--- src/rtl/data_mem_ctrl.sv ---
// rtl/data_mem_ctrl.sv - data-memory responder with posted write buffer, read forwarding and wait-state read FSM
module data_mem_ctrl #(
  parameter int ADDR_WIDTH  = 8,
  parameter int WAIT_STATES = 1,
  parameter int WBUF_DEPTH  = 2
) (
  input  logic        clk,
  input  logic        reset,
  input  logic        mem_r_en,
  input  logic [15:0] mem_r_addr,
  output logic        mem_r_ready,
  output logic [15:0] mem_r_data,
  output logic        mem_r_valid,
  input  logic        mem_w_en,
  input  logic [15:0] mem_w_addr,
  input  logic [15:0] mem_w_data,
  output logic        mem_w_ready,
  output logic        mem_err
);

  localparam int              PW        = $clog2(WBUF_DEPTH);
  localparam int              CW        = PW + 1;
  localparam int              NWORDS    = 1 << ADDR_WIDTH;
  localparam logic [31:0]     ADDR_SPAN = 32'(NWORDS);
  // Address bits above the implemented array; any of them set means out of range.
  localparam logic [15:0]     HI_MASK   = 16'(~(ADDR_SPAN - 32'd1));
  localparam logic [CW-1:0]   FULL_CNT  = CW'(WBUF_DEPTH);
  localparam logic [2:0]      WS_LAST   = (WAIT_STATES == 0) ? 3'd0 : 3'(WAIT_STATES - 1);

  typedef enum logic [1:0] {
    IDLE      = 2'd0,
    READ_WAIT = 2'd1,
    RESP      = 2'd2
  } state_t;

  state_t                r_state;
  state_t                w_next;

  logic [15:0]           r_ram     [NWORDS];
  logic [ADDR_WIDTH-1:0] r_wb_addr [WBUF_DEPTH];
  logic [15:0]           r_wb_data [WBUF_DEPTH];
  logic [PW-1:0]         r_head;
  logic [PW-1:0]         r_tail;
  logic [CW-1:0]         r_count;
  logic [2:0]            r_wcnt;
  logic [15:0]           r_cap;
  logic [15:0]           r_rdata;
  logic                  r_valid;
  logic                  r_err;

  logic                  w_r_ready;
  logic                  w_r_acc;
  logic                  w_w_acc;
  logic                  w_r_oor;
  logic                  w_w_oor;
  logic                  w_push;
  logic                  w_drain;
  logic                  w_full;
  logic                  w_empty;
  logic                  w_resp;
  logic                  w_fwd_hit;
  logic [15:0]           w_fwd_data;
  logic [15:0]           w_rd_word;
  logic [PW-1:0]         w_idx;
  logic [ADDR_WIDTH-1:0] w_r_word;
  logic [ADDR_WIDTH-1:0] w_w_word;

  assign w_r_word  = mem_r_addr[ADDR_WIDTH-1:0];
  assign w_w_word  = mem_w_addr[ADDR_WIDTH-1:0];
  assign w_r_oor   = |(mem_r_addr & HI_MASK);
  assign w_w_oor   = |(mem_w_addr & HI_MASK);

  assign w_full    = (r_count == FULL_CNT);
  assign w_empty   = (r_count == '0);
  assign w_r_ready = (r_state == IDLE);
  assign w_r_acc   = mem_r_en & w_r_ready;
  // The array is single-ported: an accepted read owns it, so the drain waits.
  assign w_drain   = ~w_empty & ~w_r_acc;
  // A full buffer can still take a write on an edge where its head drains.
  assign mem_w_ready = ~w_full | w_drain;
  assign w_w_acc   = mem_w_en & mem_w_ready;
  // Out-of-range writes are acknowledged but never buffered.
  assign w_push    = w_w_acc & ~w_w_oor;

  assign mem_r_ready = w_r_ready;
  assign mem_r_data  = r_rdata;
  assign mem_r_valid = r_valid;
  assign mem_err     = r_err;

  // Search the buffer oldest to youngest so the youngest matching entry wins.
  always_comb begin
    w_fwd_hit  = 1'b0;
    w_fwd_data = 16'h0000;
    w_idx      = '0;
    for (int i = 0; i < WBUF_DEPTH; i++) begin
      w_idx = r_head + PW'(i);
      if ((CW'(i) < r_count) && (r_wb_addr[w_idx] == w_r_word)) begin
        w_fwd_hit  = 1'b1;
        w_fwd_data = r_wb_data[w_idx];
      end
    end
  end

  // Word returned by a read accepted this edge: same-edge write, then buffer, then array.
  always_comb begin
    w_rd_word = 16'h0000;
    if (w_r_oor) begin
      w_rd_word = 16'h0000;
    end else if (w_push && (w_w_word == w_r_word)) begin
      w_rd_word = mem_w_data;
    end else if (w_fwd_hit) begin
      w_rd_word = w_fwd_data;
    end else begin
      w_rd_word = r_ram[w_r_word];
    end
  end

  // Buffer payload storage; occupancy is tracked separately so this needs no reset.
  always_ff @(posedge clk) begin
    if (w_push) begin
      r_wb_addr[r_tail] <= w_w_word;
      r_wb_data[r_tail] <= mem_w_data;
    end
  end

  // Drain the head entry into the array.
  always_ff @(posedge clk) begin
    if (w_drain) begin
      r_ram[r_wb_addr[r_head]] <= r_wb_data[r_head];
    end
  end

  // Buffer pointers and occupancy.
  always_ff @(posedge clk or negedge reset) begin
    if (!reset) begin
      r_head  <= '0;
      r_tail  <= '0;
      r_count <= '0;
    end else begin
      if (w_push) begin
        r_tail <= r_tail + 1'b1;
      end
      if (w_drain) begin
        r_head <= r_head + 1'b1;
      end
      case ({w_push, w_drain})
        2'b10:   r_count <= r_count + 1'b1;
        2'b01:   r_count <= r_count - 1'b1;
        default: r_count <= r_count;
      endcase
    end
  end

  // Read FSM state register.
  always_ff @(posedge clk or negedge reset) begin
    if (!reset) begin
      r_state <= IDLE;
    end else begin
      r_state <= w_next;
    end
  end

  // Read FSM next state; w_resp marks the cycle spent in RESP.
  always_comb begin
    w_next = r_state;
    w_resp = 1'b0;
    case (r_state)
      IDLE: begin
        if (mem_r_en) begin
          w_next = (WAIT_STATES == 0) ? RESP : READ_WAIT;
        end
      end
      READ_WAIT: begin
        if (r_wcnt == WS_LAST) begin
          w_next = RESP;
        end
      end
      RESP: begin
        w_resp = 1'b1;
        w_next = IDLE;
      end
      default: begin
        w_next = IDLE;
      end
    endcase
  end

  // Wait-state counter, cleared whenever the FSM is outside READ_WAIT.
  always_ff @(posedge clk or negedge reset) begin
    if (!reset) begin
      r_wcnt <= 3'd0;
    end else if (r_state != READ_WAIT) begin
      r_wcnt <= 3'd0;
    end else begin
      r_wcnt <= r_wcnt + 3'd1;
    end
  end

  // Capture at acceptance, publish on leaving RESP, flag out-of-range accesses.
  always_ff @(posedge clk or negedge reset) begin
    if (!reset) begin
      r_cap   <= 16'h0000;
      r_rdata <= 16'h0000;
      r_valid <= 1'b0;
      r_err   <= 1'b0;
    end else begin
      if (w_r_acc) begin
        r_cap <= w_rd_word;
      end
      if (w_resp) begin
        r_rdata <= r_cap;
      end
      r_valid <= w_resp;
      r_err   <= (w_r_acc & w_r_oor) | (w_w_acc & w_w_oor);
    end
  end

endmodule
--- config.mk ---
export PLATFORM = sky130hd
export DESIGN_NAME = data_mem_ctrl
export DESIGN_NICKNAME = d
export VERILOG_FILES = /design/src/rtl/data_mem_ctrl.sv
export SDC_FILE = /design/constraint.sdc
export NUM_CORES = 2
export LEC_CHECK = 0
export CORE_MARGIN = 2
export CORE_UTILIZATION = 50
export DETAILED_ROUTE_END_ITERATION = 10
export PLACE_DENSITY_LB_ADDON = 0.05
export SLEW_MARGIN = 20
export SYNTH_ARGS = -nofsm -noshare
export SYNTH_HDL_FRONTEND = slang
export SYNTH_MEMORY_MAX_BITS = 65536
export SYNTH_SLANG_ARGS = --single-unit
--- constraint.sdc ---
create_clock -name clk -period 16.22 [get_ports clk]
set_input_delay 2.433 -clock clk [delete_from_list [all_inputs] [get_ports clk]]
set_output_delay 2.433 -clock clk [all_outputs]
set_load 0.02 [all_outputs]
==> impl_metrics.csv <==
group,metric,value,unit
setup_path,reg2reg_setup_slack,11.42,ns
synth,synthFlopType,"edfxtp_1",
setup_path,crit_path_max_fanout,63,
finish,final_cells,12700,
min_path,hold_path.class,"reg -> reg",
synth,synth_seq_area_share,77.8,%
placed_design,port_buffers,71,
pwr,vdd_drop_max,0.116,mV
clocking,cts.root.buffer_cell,"clkbuf_16",
sta,setup_viol,0,
setup_path,path_class,"in -> reg",
setup_path,r2r_start,"r_head$_DFFE_PN0P_",
pwr,fin_total_pwr,24700,uW
floorplan,ios,72,
outcome,outcome,"complete, no violations",
sta,slew_violations,0,
setup_path,worst-path-buf-inv,5,
routing,ant_nets,0,
setup_path,cp-end-kind,"flip-flop",
floorplan,row_count,208,
finish,area_growth,13.3,%
routing,wl_per_cell,37.1,um
pwr,power_leakage,0.0576,uW
setup_path,r2r-end,"r_ram[253][10]$_DFFE_PP_",
sta,rsz0062_at_grt,"no",
grt,grt_overflow_total,0,
synth,syn_nets,7578,
setup_path,worstRegToRegCells,6,
clocking,h-tree-depth,5,
min_path,hold_path_depth,1,
finish,nNetsFinal,8045,
sta,fin_crit_sh,45.8,%
placed_design,hpwl,281,mm
synth,ys_ff_latch,4187,
synth,synth_async_sr_flop_share,1.03,%
grt,grt_pass1_vias,80000,
setup_path,critical_path.startpoint_type,"input port",
clocking,ctsLongestPathBuffers,4,
routing,drtPass1Iterations,8,
setup_path,cpPeakStageDelay,0.85,ns
pwr,power_density,135,mW/mm^2
clocking,cts_tree,"built",
clocking,cts-buffers-inserted,431,
synth,ys_types,67,
synth,syn_area_per_cell,21.5,sq um
grt,grt_antenna_before_repair,25,
routing,drt_iter0_drc,11300,
grt,grt.total_usage,28.7,%
synth,synthCells,7520,
sta,timing.fmax,135,MHz
synth,yosysWarnings,0,
floorplan,die_area,0.327,sq mm
sta,slew_headroom,13.3,%
floorplan,fp.dieH,572,um
setup_path,cp_common_cell,"buf_4",
synth,synth_edf_count,4144,
clocking,ctsResizeCount,0,
clocking,postCtsHoldBufs,0,
routing,routed_wl,470,mm
floorplan,fp.dieW,572,um
sta,layout_min_cycle_time,7.43,ns
floorplan,core,0.321,sq mm
sta,tightest_slew,1.29,ns
clocking,post_cts_buffers,0,
setup_path,crit_slowest_cell,"nor3_1",
setup_path,crit_arrival,8.30,ns
setup_path,cp_top_family,"buffers and inverters",
placed_design,gp_congestion,0.896,
clocking,clk_latency,0.98,ns
finish,layout-drive-gt1-share,26.2,%
setup_path,path_cells,"buf_16, buf_4, buf_4, buf_4, mux4_2, mux2i_1, nor2_1, a2111oi_2, buf_4, a211oi_1, nor3_1, a31oi_1, a31o_2",
floorplan,start_util,50.2,%
synth,syn-cell-area,0.161,sq mm
finish,post-route-util,56.9,%
run,drv_cap,0,
sta,tns,0,ns
min_path,hold_start,"r_wcnt[0]$_DFF_PN0_",
grt,grt_pass1_wl,648,mm
setup_path,cp.required,17.09,ns
placed_design,placed_cells,11900,
clocking,cts.sinks,4187,
min_path,hold_end,"r_wcnt[0]$_DFF_PN0_",
grt,grt_max_degree,178,
routing,vias_per_cell,6.47,
sta,skew,0.0380,ns
routing,drc,0,
routing,vias,82000,
clocking,clkSlewWorstSetupHoldPaths,0.06,ns
sta,hold_viol_final,0,
[synth_stat cells (10+ instances only)]
master	count	area (sq um)
nor4_1	38	238
mux2_2	98	1100
a22o_1	32	280
a221oi_1	82	718
nand2b_1	12	75.1
a21oi_1	116	581
o21ai_0	116	581
a31oi_1	32	200
clkbuf_1	228	856
nand2_1	163	612
o221ai_1	47	412
a211oi_1	12	90.1
nor2_1	355	1330
o2111ai_1	15	131
dfrtp_1	43	1080
buf_4	34	255
xnor2_1	19	166
mux2i_1	308	3080
o22ai_1	73	457
buf_2	157	786
buf_1	28	105
nor3_1	44	220
nor2b_1	19	119
edfxtp_1	4144	124000
nand4_1	26	163
mux4_2	906	20400
inv_1	18	67.6
nand3_1	40	200
a22oi_1	177	1330
and2_1	10	62.6
[routing by layer]
layer  wire length, um  track usage (%)  up-vias  share of wire, %
met2            219000             43.9     4008                46
met5                27                0        -            0.0057
met1            193000             41.9    44600                41
met4             17900             10.0        4               3.8
met3             40600             5.15      694               8.6
li1                  -                -    32700                 -
[flip-flops by register name (all words and copies together), names as in the netlist, 2 cells and up]
register / cells
r_wb_data: 32
r_count: 2
r_wcnt: 3
r_state: 2
mem_r_data: 16
r_ram: 4096
r_wb_addr: 16
r_cap: 16
[power by group]
part           switching, uW  internal [uW]  total, uW
clock network           4110           5340       9450
logic                   1880            533       2420
registers               45.4          12800      12800
total                   6040          18600      24700
[layout make-up]
| class | count | area (sq um) |
|---|---|---|
| Antenna cell | 25 | 62.6 |
| Sequential cell | 4187 | 126000 |
| Tap cell | 4305 | 5390 |
| Clock inverter | 242 | 1860 |
| Clock buffer | 545 | 11500 |
| Timing Repair Buffer | 485 | 4010 |
| Inverter | 19 | 76.3 |
| Fill cell | 23900 | 138000 |
| Multi-Input combinational cell | 2863 | 34400 |
[worst max-delay path by stage]
| stage | from | end | cells after the start | slack (ns) |
|---|---|---|---|---|
| floorplan | r_head$_DFFE_PN0P_ | r_ram[0][15]$_DFFE_PP_ | 6 | 2.80 |
| global placement | mem_r_addr[0] | r_cap[13]$_DFFE_PN0P_ | 13 | 7.09 |
| detailed placement | mem_r_addr[0] | r_cap[13]$_DFFE_PN0P_ | 13 | 7.78 |
| CTS | mem_r_en | mem_w_ready | 4 | 8.81 |
| global route | mem_r_addr[0] | r_cap[13]$_DFFE_PN0P_ | 13 | 8.63 |
| finish | mem_r_addr[0] | r_cap[13]$_DFFE_PN0P_ | 13 | 8.79 |
[per-stage QoR]
step | hold slack (ns) | setup slack [ns] | instance area, sq um
2_1_floorplan | 0.432 | 2.80 | 161000
3_3_place_gp | 0.445 | 7.09 | 169000
3_5_place_dp | 0.475 | 7.78 | 169000
4_1_cts | 0.487 | 8.81 | 183000
5_1_grt | 0.497 | 8.63 | 183000
6_report | 0.490 | 8.79 | 183000
[layout by cell type (no fill, tap or decap), types with 82 or more instances in the layout]
| cell type | instances |
|---|---|
| edfxtp_1 | 4144 |
| mux4_2 | 906 |
| clkbuf_16 | 440 |
| buf_4 | 401 |
| mux2i_1 | 308 |
| nor2_1 | 252 |
| a22oi_1 | 177 |
| nand2_1 | 161 |
| a21oi_1 | 114 |
| o21ai_0 | 113 |
| clkinv_1 | 108 |
| clkbuf_1 | 100 |
| nor2_2 | 92 |
| clkinv_2 | 89 |
| mux2_2 | 84 |
| a221oi_1 | 82 |
[kinds of logic (layout without fill, tap and decap cells)]
group	Yosys count	count (layout)	share of synthesized area, %
AOI/OAI and AO/OA	778	778	3.40
xor gates and xnor gates	28	28	0.152
adders and majority gates	6	6	0.0465
buffers and inverters	470	1291	1.32
DFF	4187	4187	77.8
muxes	1312	1312	15.2
other	0	25	0
and+or+nand+nor	739	739	2.03
(Power assumes the default switching activity.)
